### config.mk
export PLATFORM = sky130hd
export DESIGN_NAME = partition_err_monitor
export DESIGN_NICKNAME = d
export VERILOG_FILES = /design/src/rtl/partition_err_pkg.sv /design/src/rtl/blasys_popcount.sv /design/src/rtl/partition_err_monitor.sv
export SDC_FILE = /design/constraint.sdc
export NUM_CORES = 1
export LEC_CHECK = 0
export BUFFER_PORTS_ARGS = -buffer_cell sky130_fd_sc_hd__buf_2
export CAP_MARGIN = 10
export CORE_ASPECT_RATIO = 1.4
export CORE_UTILIZATION = 46
export DETAILED_ROUTE_END_ITERATION = 12
export GPL_TIMING_DRIVEN = 0
export PLACE_DENSITY_LB_ADDON = 0.12
export SLEW_MARGIN = 20
export SYNTH_ARGS = -nofsm -noshare
export SYNTH_HDL_FRONTEND = slang
export SYNTH_SLANG_ARGS = --single-unit
### constraint.sdc
create_clock -name clk -period 1.9 [get_ports clk]
set_clock_uncertainty 0.15 [all_clocks]
set_input_delay 0.475 -clock clk [delete_from_list [all_inputs] [get_ports clk]]
set_output_delay 0.475 -clock clk [all_outputs]
set_load 0.02 [all_outputs]
### src/rtl/partition_err_pkg.sv
// partition_err_pkg: shared FSM state type, default widths and result-width helper
package partition_err_pkg;
  typedef enum logic [1:0] {IDLE, SWEEP, DRAIN, DONE} state_t;
  localparam int DEF_IN_W = 8;
  localparam int DEF_OUT_W = 5;
  function automatic int hd_w(input int in_w, input int out_w);
    return in_w + $clog2(out_w + 1);
  endfunction
endpackage

### src/rtl/blasys_popcount.sv
// blasys_popcount: combinational count of set bits
//   a : W-bit input vector
//   n : number of ones in a
module blasys_popcount #(
  parameter int W = 5
) (
  input  logic [W-1:0]           a,
  output logic [$clog2(W+1)-1:0] n
);
  localparam int N = $clog2(W + 1);
  always_comb begin
    n = '0;
    for (int i = 0; i < W; i++) n = n + N'(a[i]);
  end
endmodule

### src/rtl/partition_err_monitor.sv
// partition_err_monitor: exhaustive sweep of a partition's inputs, accumulating exact-vs-approx error metrics
//   clk, rst_n    : clock, asynchronous active-low reset
//   start         : one-cycle pulse, begins (or restarts from DONE) a sweep
//   pi            : registered stimulus driven to both partitions
//   po_exact/po_approx : combinational partition responses to pi
//   busy, done    : sweep in progress / results valid and stable
//   err_cnt, hd_sum    : mismatching-vector count, summed Hamming distance
//   max_abs_err, first_err_vec : worst |exact-approx| and first mismatching pi,
//                  present only with PARTITION_ERR_MONITOR_WCE_EN defined, else 0
module partition_err_monitor
  import partition_err_pkg::*;
#(
  parameter int IN_W  = DEF_IN_W,
  parameter int OUT_W = DEF_OUT_W
) (
  input  logic                          clk,
  input  logic                          rst_n,
  input  logic                          start,
  output logic [IN_W-1:0]               pi,
  input  logic [OUT_W-1:0]              po_exact,
  input  logic [OUT_W-1:0]              po_approx,
  output logic                          busy,
  output logic                          done,
  output logic [IN_W:0]                 err_cnt,
  output logic [hd_w(IN_W,OUT_W)-1:0]   hd_sum,
  output logic [OUT_W-1:0]              max_abs_err,
  output logic [IN_W-1:0]               first_err_vec
);
  localparam int HW = hd_w(IN_W, OUT_W);
  localparam int PW = $clog2(OUT_W + 1);
  state_t state, nxt;
  logic [OUT_W-1:0] x;
  logic [PW-1:0] pc;
  logic go, last, cmp;
  assign x    = po_exact ^ po_approx;
  assign go   = start && (state == IDLE || state == DONE);
  assign last = pi == '1;
  assign cmp  = state == SWEEP;
  blasys_popcount #(.W(OUT_W)) u_pc (.a(x), .n(pc));
  always_ff @(posedge clk or negedge rst_n)
    if (!rst_n) state <= IDLE;
    else state <= nxt;
  always_comb
    nxt = go ? SWEEP :
          (state == SWEEP && last) ? DONE :
          state == DRAIN ? DONE : state;
  always_comb begin
    busy = state == SWEEP || state == DRAIN;
    done = state == DONE;
  end
  always_ff @(posedge clk or negedge rst_n)
    if (!rst_n) begin
      pi      <= '0;
      err_cnt <= '0;
      hd_sum  <= '0;
    end else if (go) begin
      pi      <= '0;
      err_cnt <= '0;
      hd_sum  <= '0;
    end else if (cmp) begin
      err_cnt <= err_cnt + (IN_W+1)'(|x);
      hd_sum  <= hd_sum + HW'(pc);
      if (!last) pi <= pi + 1'b1;
    end
`ifdef PARTITION_ERR_MONITOR_WCE_EN
  logic [OUT_W-1:0] ad;
  logic seen;
  always_comb ad = po_exact >= po_approx ? po_exact - po_approx : po_approx - po_exact;
  always_ff @(posedge clk or negedge rst_n)
    if (!rst_n) begin
      max_abs_err   <= '0;
      first_err_vec <= '0;
      seen          <= 1'b0;
    end else if (go) begin
      max_abs_err   <= '0;
      first_err_vec <= '0;
      seen          <= 1'b0;
    end else if (cmp && |x) begin
      if (ad > max_abs_err) max_abs_err <= ad;
      if (!seen) first_err_vec <= pi;
      seen <= 1'b1;
    end
`else
  assign max_abs_err   = '0;
  assign first_err_vec = '0;
`endif
endmodule

# Yosys cells after proc, flatten, opt, wreduce, memory -nomap -nowiden

Cells that the tools add are included.

Bits in registers: 30
Word-level logic and storage cells: 36

Add/sub/neg operators: 7
Equality and inequality tests: 5
Multiplexer cells: 10
Bitwise gates (word level): 1
Reduce and logical (&&, ||, !) cells: 9

Operators with widths:

| operator                                                              | number |
|---|---|
| 8-bit two-way mux                                                     | 3 |
| 11-bit two-way mux                                                    | 2 |
| 9-bit two-way mux                                                     | 2 |
| 11-bit by 3-bit adder with 11-bit output                              | 1 |
| 3-bit by 1-bit adder with 3-bit output                                | 3 |
| 9-bit by 1-bit adder with 9-bit output                                | 1 |
| 8-bit by 1-bit adder with 8-bit output, second input constant         | 1 |
| 8-bit equality test, second input constant                            | 1 |
| 2-bit two-way mux                                                     | 3 |
| 5-bit OR reduction                                                    | 1 |
| 5-bit bitwise XOR                                                     | 1 |
| 2-bit equality test, second input constant                            | 2 |
| 3-bit nonzero test                                                    | 1 |
| 1-bit by 1-bit adder with 2-bit output                                | 1 |
| 2-bit by 1-bit equality test with 1-bit output, second input constant | 1 |
| 1-bit logical AND                                                     | 2 |
| 2-bit zero test                                                       | 1 |
| 1-bit logical OR                                                      | 2 |
| 2-bit != test, second input constant                                  | 1 |
| 2-bit AND reduction                                                   | 1 |
| 2-bit nonzero test                                                    | 1 |

# Logic depth before layout (Yosys ltp)

Depth in word-level cells: 8
Gate-level depth with buffers: 12
Depth with buffers taken out: 12

# Hierarchy

A second synthesis with hierarchy kept.

Cell total of the unflattened synthesis: 184
Area, all modules: 1829.3 um^2

By module, submodules not included:

| module                | instances | cells an instance | area each (um^2) | sequential area each (um^2) |
|---|---|---|---|---|
| partition_err_monitor | 1         | 176               | 1757.9           | 750.7 |
| blasys_popcount       | 1         | 8                 | 71.3             | 0.0 |

# Least setup slack after synthesis

No wires, ideal clock.

Kind: input port to flip-flop
Start: input po_approx[1]
End: register hd_sum[10]
Library setup time: 0.078 ns
Arrival time: 3.359 ns
Data required time: 1.672 ns
Path slack: -1.687 ns
Stages on the path: 12
Cells stage by stage: xor2_1 > inv_1 > ha_1 > fa_1 > ha_1 > fa_1 > inv_1 > fa_1 > nor2b_1 > o21ai_0 > or3_1 > a21oi_1

Word-level cells in the longest chain between the ends: 8

Ends and longest elaborated chain:

| item                                                 | line                        | RTL |
|---|---|---|
| start: declaration                                   | partition_err_monitor.sv:21 | `input logic [OUT_W-1:0] po_approx,` |
| 5-bit bitwise XOR                                    | partition_err_monitor.sv:35 | `assign x = po_exact ^ po_approx;` |
| 1-bit by 1-bit adder with 2-bit output               | blasys_popcount.sv:13       | `for (int i = 0; i < W; i++) n = n + N'(a[i]);` |
| 3-bit by 1-bit adder with 3-bit output (3 in series) | blasys_popcount.sv:13       |  |
| 11-bit by 3-bit adder with 11-bit output             | partition_err_monitor.sv:62 | `hd_sum <= hd_sum + HW'(pc);` |
| 11-bit two-way mux                                   | partition_err_monitor.sv:60 | `end else if (cmp) begin` |
| 11-bit two-way mux                                   | partition_err_monitor.sv:56 | `end else if (go) begin` |
| end signal: assignment                               | partition_err_monitor.sv:62 |  |
| end: declaration                                     | partition_err_monitor.sv:25 | `output logic [hd_w(IN_W,OUT_W)-1:0] hd_sum,` |

No other way between the ends. The select of a mux whose other input is x is not followed.
A chain may end at the register's enable or synchronous reset.

# Worst setup path after layout

Start: input po_exact[1]
End: register hd_sum[10]

Word-level cells in the longest chain between the ends: 8

Ends and longest elaborated chain:

| item                                                 | line                        | RTL |
|---|---|---|
| start: declaration                                   | partition_err_monitor.sv:20 | `input logic [OUT_W-1:0] po_exact,` |
| 5-bit bitwise XOR                                    | partition_err_monitor.sv:35 |  |
| 1-bit by 1-bit adder with 2-bit output               | blasys_popcount.sv:13       |  |
| 3-bit by 1-bit adder with 3-bit output (3 in series) | blasys_popcount.sv:13       |  |
| 11-bit by 3-bit adder with 11-bit output             | partition_err_monitor.sv:62 |  |
| 11-bit two-way mux                                   | partition_err_monitor.sv:60 |  |
| 11-bit two-way mux                                   | partition_err_monitor.sv:56 |  |

No other way between the ends. The select of a mux whose other input is x is not followed.

==> out/metrics.csv <==
stage,metric,value,unit
logic_synthesis,seq_area_frac_synth,41.0,%
logic_synthesis,synth_area,1830,sq um
clock_tree,clockBufferDepth,2,
setup_path,crit_family,adder cells,
timing,drv_slew,0,
placement,place_ws,-1.73,ns
logic_synthesis,synth_area_leaders,"dfrtp_1, ha_1, buf_4",
layout,instances_no_fill,301,
layout,regArea,751,sq um
power_and_ir_drop,total_power,3.60,mW
power_and_ir_drop,seq_power_share,31.2,%
logic_synthesis,synth_edf_count,0,
clock_tree,path_clk_slew,0.07,ns
clock_tree,cts_made_buffers,5,
timing,worst_pin_slew,0.688,ns
floorplan,start_util,48.9,%
routing,drt-total-wl,4270,um
logic_synthesis,synth.most_common_cell,dfrtp_1,
routing,drt_iter0_markers,32,
min_path,hold_path.class,input pin to async pin,
timing,hold_viol,0,
global_routing,grt_max_degree,31,
floorplan,die_y,76.6,um
logic_synthesis,netlist_top_cells_count,"dfrtp_1, nor2_1, buf_4, ha_1",
logic_synthesis,synth-async-reset-ratio,100,%
layout,drive_gt1_share,42.5,%
setup_path,cp_max_fo,3,
floorplan,dieArea,4240,sq um
layout,multi_input_area,1160,sq um
global_routing,grt.total_usage,22.3,%
routing,drtAntennaViolNets,0,
power_and_ir_drop,power_density,1400,nW/um^2
routing,top_layer_used,met4,
setup_path,cpPeakStageDelay,0.50,ns
floorplan,fp.coreArea,3740,sq um
layout,final_net_count,286,
routing,wl_met2,2310,um
floorplan,num_io_pins,56,
clock_tree,clock_latency,0.28,ns
setup_path,crit_arrival,3.33,ns
power_and_ir_drop,netSwitchingPower,1.51,mW
timing,layout_setup_ws,-1.37,ns
clock_tree,cts_tree,built,
setup_path,required,1.96,ns
clock_tree,clock_sinks,30,
layout,fillers,299,
floorplan,die_w,55.3,um
setup_path,reg2reg_depth,7,
logic_synthesis,avgSynthCellArea,9.89,sq um
timing,post-route-period-util,172,%
logic_synthesis,synth.distinct_cells,36,
setup_path,worst-path-stages,13,
status,status,"finished, violations left",
timing,fin_hold_ws,0.0802,ns
power_and_ir_drop,switching_share,41.8,%
global_routing,grt_antenna_before_repair,0,
global_routing,grt_pass1_vias,1541,
setup_path,cp.buffers_inverters,3,
layout,area_growth,40.2,%
status,violations,setup timing,
setup_path,endpoint_kind,flop,
floorplan,rows,26,
routing,met3_length,188,um
timing,setup_viol,19,
power_and_ir_drop,ir_drop,0.948,mV
routing,drtPass1Iterations,4,
logic_synthesis,yosys_warnings,0,
setup_path,crit_path_top_delay_cell,fa_1,
placement,place_congestion,0.734,
power_and_ir_drop,internal_power,2.10,mW
routing,drc,0,
setup_path,r2r_slack,-0.07,ns
setup_path,crit_chain,buf_6 > xor2_2 > inv_2 > ha_4 > fa_1 > ha_4 > fa_1 > inv_1 > fa_2 > nor2b_4 > o21ai_1 > or3_1 > a21oi_2,
routing,wire_per_inst,14.2,um
clock_tree,root_buffer,clkbuf_8,
global_routing,grt-ovfl-total,0,
setup_path,critPathLaunchType,input pin,
setup_path,critical_path_class,input pin to flop,
timing,maxSlewHeadroom,54.1,%
placement,post-place-cells,281,
logic_synthesis,synth_ff_type,dfrtp_1,
routing,viasPerCell,5.25,
logic_synthesis,yosys.area.top_type,dfrtp_1,
power_and_ir_drop,p_leak,1.25,nW
logic_synthesis,ys_ff_latch,30,
layout,final_core_util,68.6,%
power_and_ir_drop,p_clk_share,17.6,%
placement,portBuffers,42,
routing,vias,1579,
timing,rsz0062_at_grt,true,
routing,wl_met1,1710,um
power_and_ir_drop,comb_power_share,51.2,%
flow_run,drv_cap,0,
placement,hpwl,2840,um
global_routing,grt_pass1_wl,7360,um
logic_synthesis,synth_top_area_share,41.0,%
clock_tree,cts_htree_levels,2,
layout,n_antenna_cell,0,
logic_synthesis,syn_inst,185,
timing,clock.fmax,305,MHz
timing,period_needed,3.27,ns
## registers in the layout, summed over array words and instances (netlist names)
register	flops
state	2
pi	8
err_cnt	9
hd_sum	11
## per-stage QoR
stage          area [sq um]  TNS [ns]
2_1_floorplan          1970    -14.36
3_3_place_gp           2230    -19.15
3_5_place_dp           2230    -19.63
4_1_cts                2490    -13.14
5_1_grt                2570    -14.75
6_report               2570    -13.30
## what timing repair did
| action | 4_1_cts | 5_1_grt |
|---|---|---|
| hold buffers | 0 | 0 |
| setup buffers | 8 | 4 |
| endpoints found under the setup margin | 24 | 24 |
| resized for setup | 23 | 7 |
| hold endpoints to repair | 0 | 0 |
| pin swaps | 17 | 9 |
## final cells by class
type	count	share of cell area [%]
clock buffer	5	2.68
timing repair buffer	54	12.4
clock inverter	3	1.56
buffer	19	5.27
tap	42	2.05
sequential	30	29.3
multi-input combinational	138	45.3
inverter	10	1.46
## worst paths after layout
kind                                             from                      to
worst min-delay path                            rst_n  err_cnt[1]$_DFFE_PN0P_
max in group asynchronous                       rst_n    state[0]$_DFFE_PN0P_
worst min register to register   state[0]$_DFFE_PN0P_    state[0]$_DFFE_PN0P_
worst max-delay path                      po_exact[1]  hd_sum[10]$_DFFE_PN0P_
min in group clk                                start    state[1]$_DFFE_PN0P_
worst max register to register  hd_sum[0]$_DFFE_PN0P_  hd_sum[10]$_DFFE_PN0P_
## layout by cell type, fill, tap and decap left out, types with 2 or more instances in the layout
cell type	n
a211oi_1	2
nand4_1	7
a31oi_1	3
and3_1	2
buf_6	4
inv_1	8
fa_1	2
clkbuf_8	5
clkinv_2	2
a211oi_2	2
nand2_1	4
nor2_1	16
nor3_1	2
a21oi_2	3
ha_4	8
xor2_1	9
nand3_1	5
or3_1	6
and2_4	2
buf_2	41
o21ai_0	6
a21oi_1	7
xnor2_1	5
o21ai_1	5
dfrtp_1	30
mux2i_1	4
inv_2	2
buf_4	26
conb_1	13
ha_1	4
## power by group through the flow
stage | Clock (mW) | Combinational, mW | Sequential (mW)
after CTS | 0.646 | 1.77 | 1.11
after floorplan | 0 | 0.879 | 1.31
final | 0.632 | 1.84 | 1.13
after global placement | 0 | 1.47 | 1.11
after detailed placement | 0 | 1.52 | 1.11
after global routing | 0.683 | 2.02 | 1.17
## cells by family after synthesis
group	after synthesis	share of synthesized area [%]
buf+inv	29	9.02
mux	4	2.19
simple gates	56	17.4
compound gates	34	11.1
fa+ha+maj	15	11.5
flops	30	41.0
other cells	1	0.205
xor+xnor	16	7.66
## metal layers
| metal | GRT usage, % | up-vias |
|---|---|---|
| li1 | - | 764 |
| met1 | 25.9 | 760 |
| met2 | 39.0 | 50 |
| met3 | 5.09 | 5 |
| met4 | 9.00 | 0 |
| met5 | 0 | - |
Power figures use the tool's default switching activity.
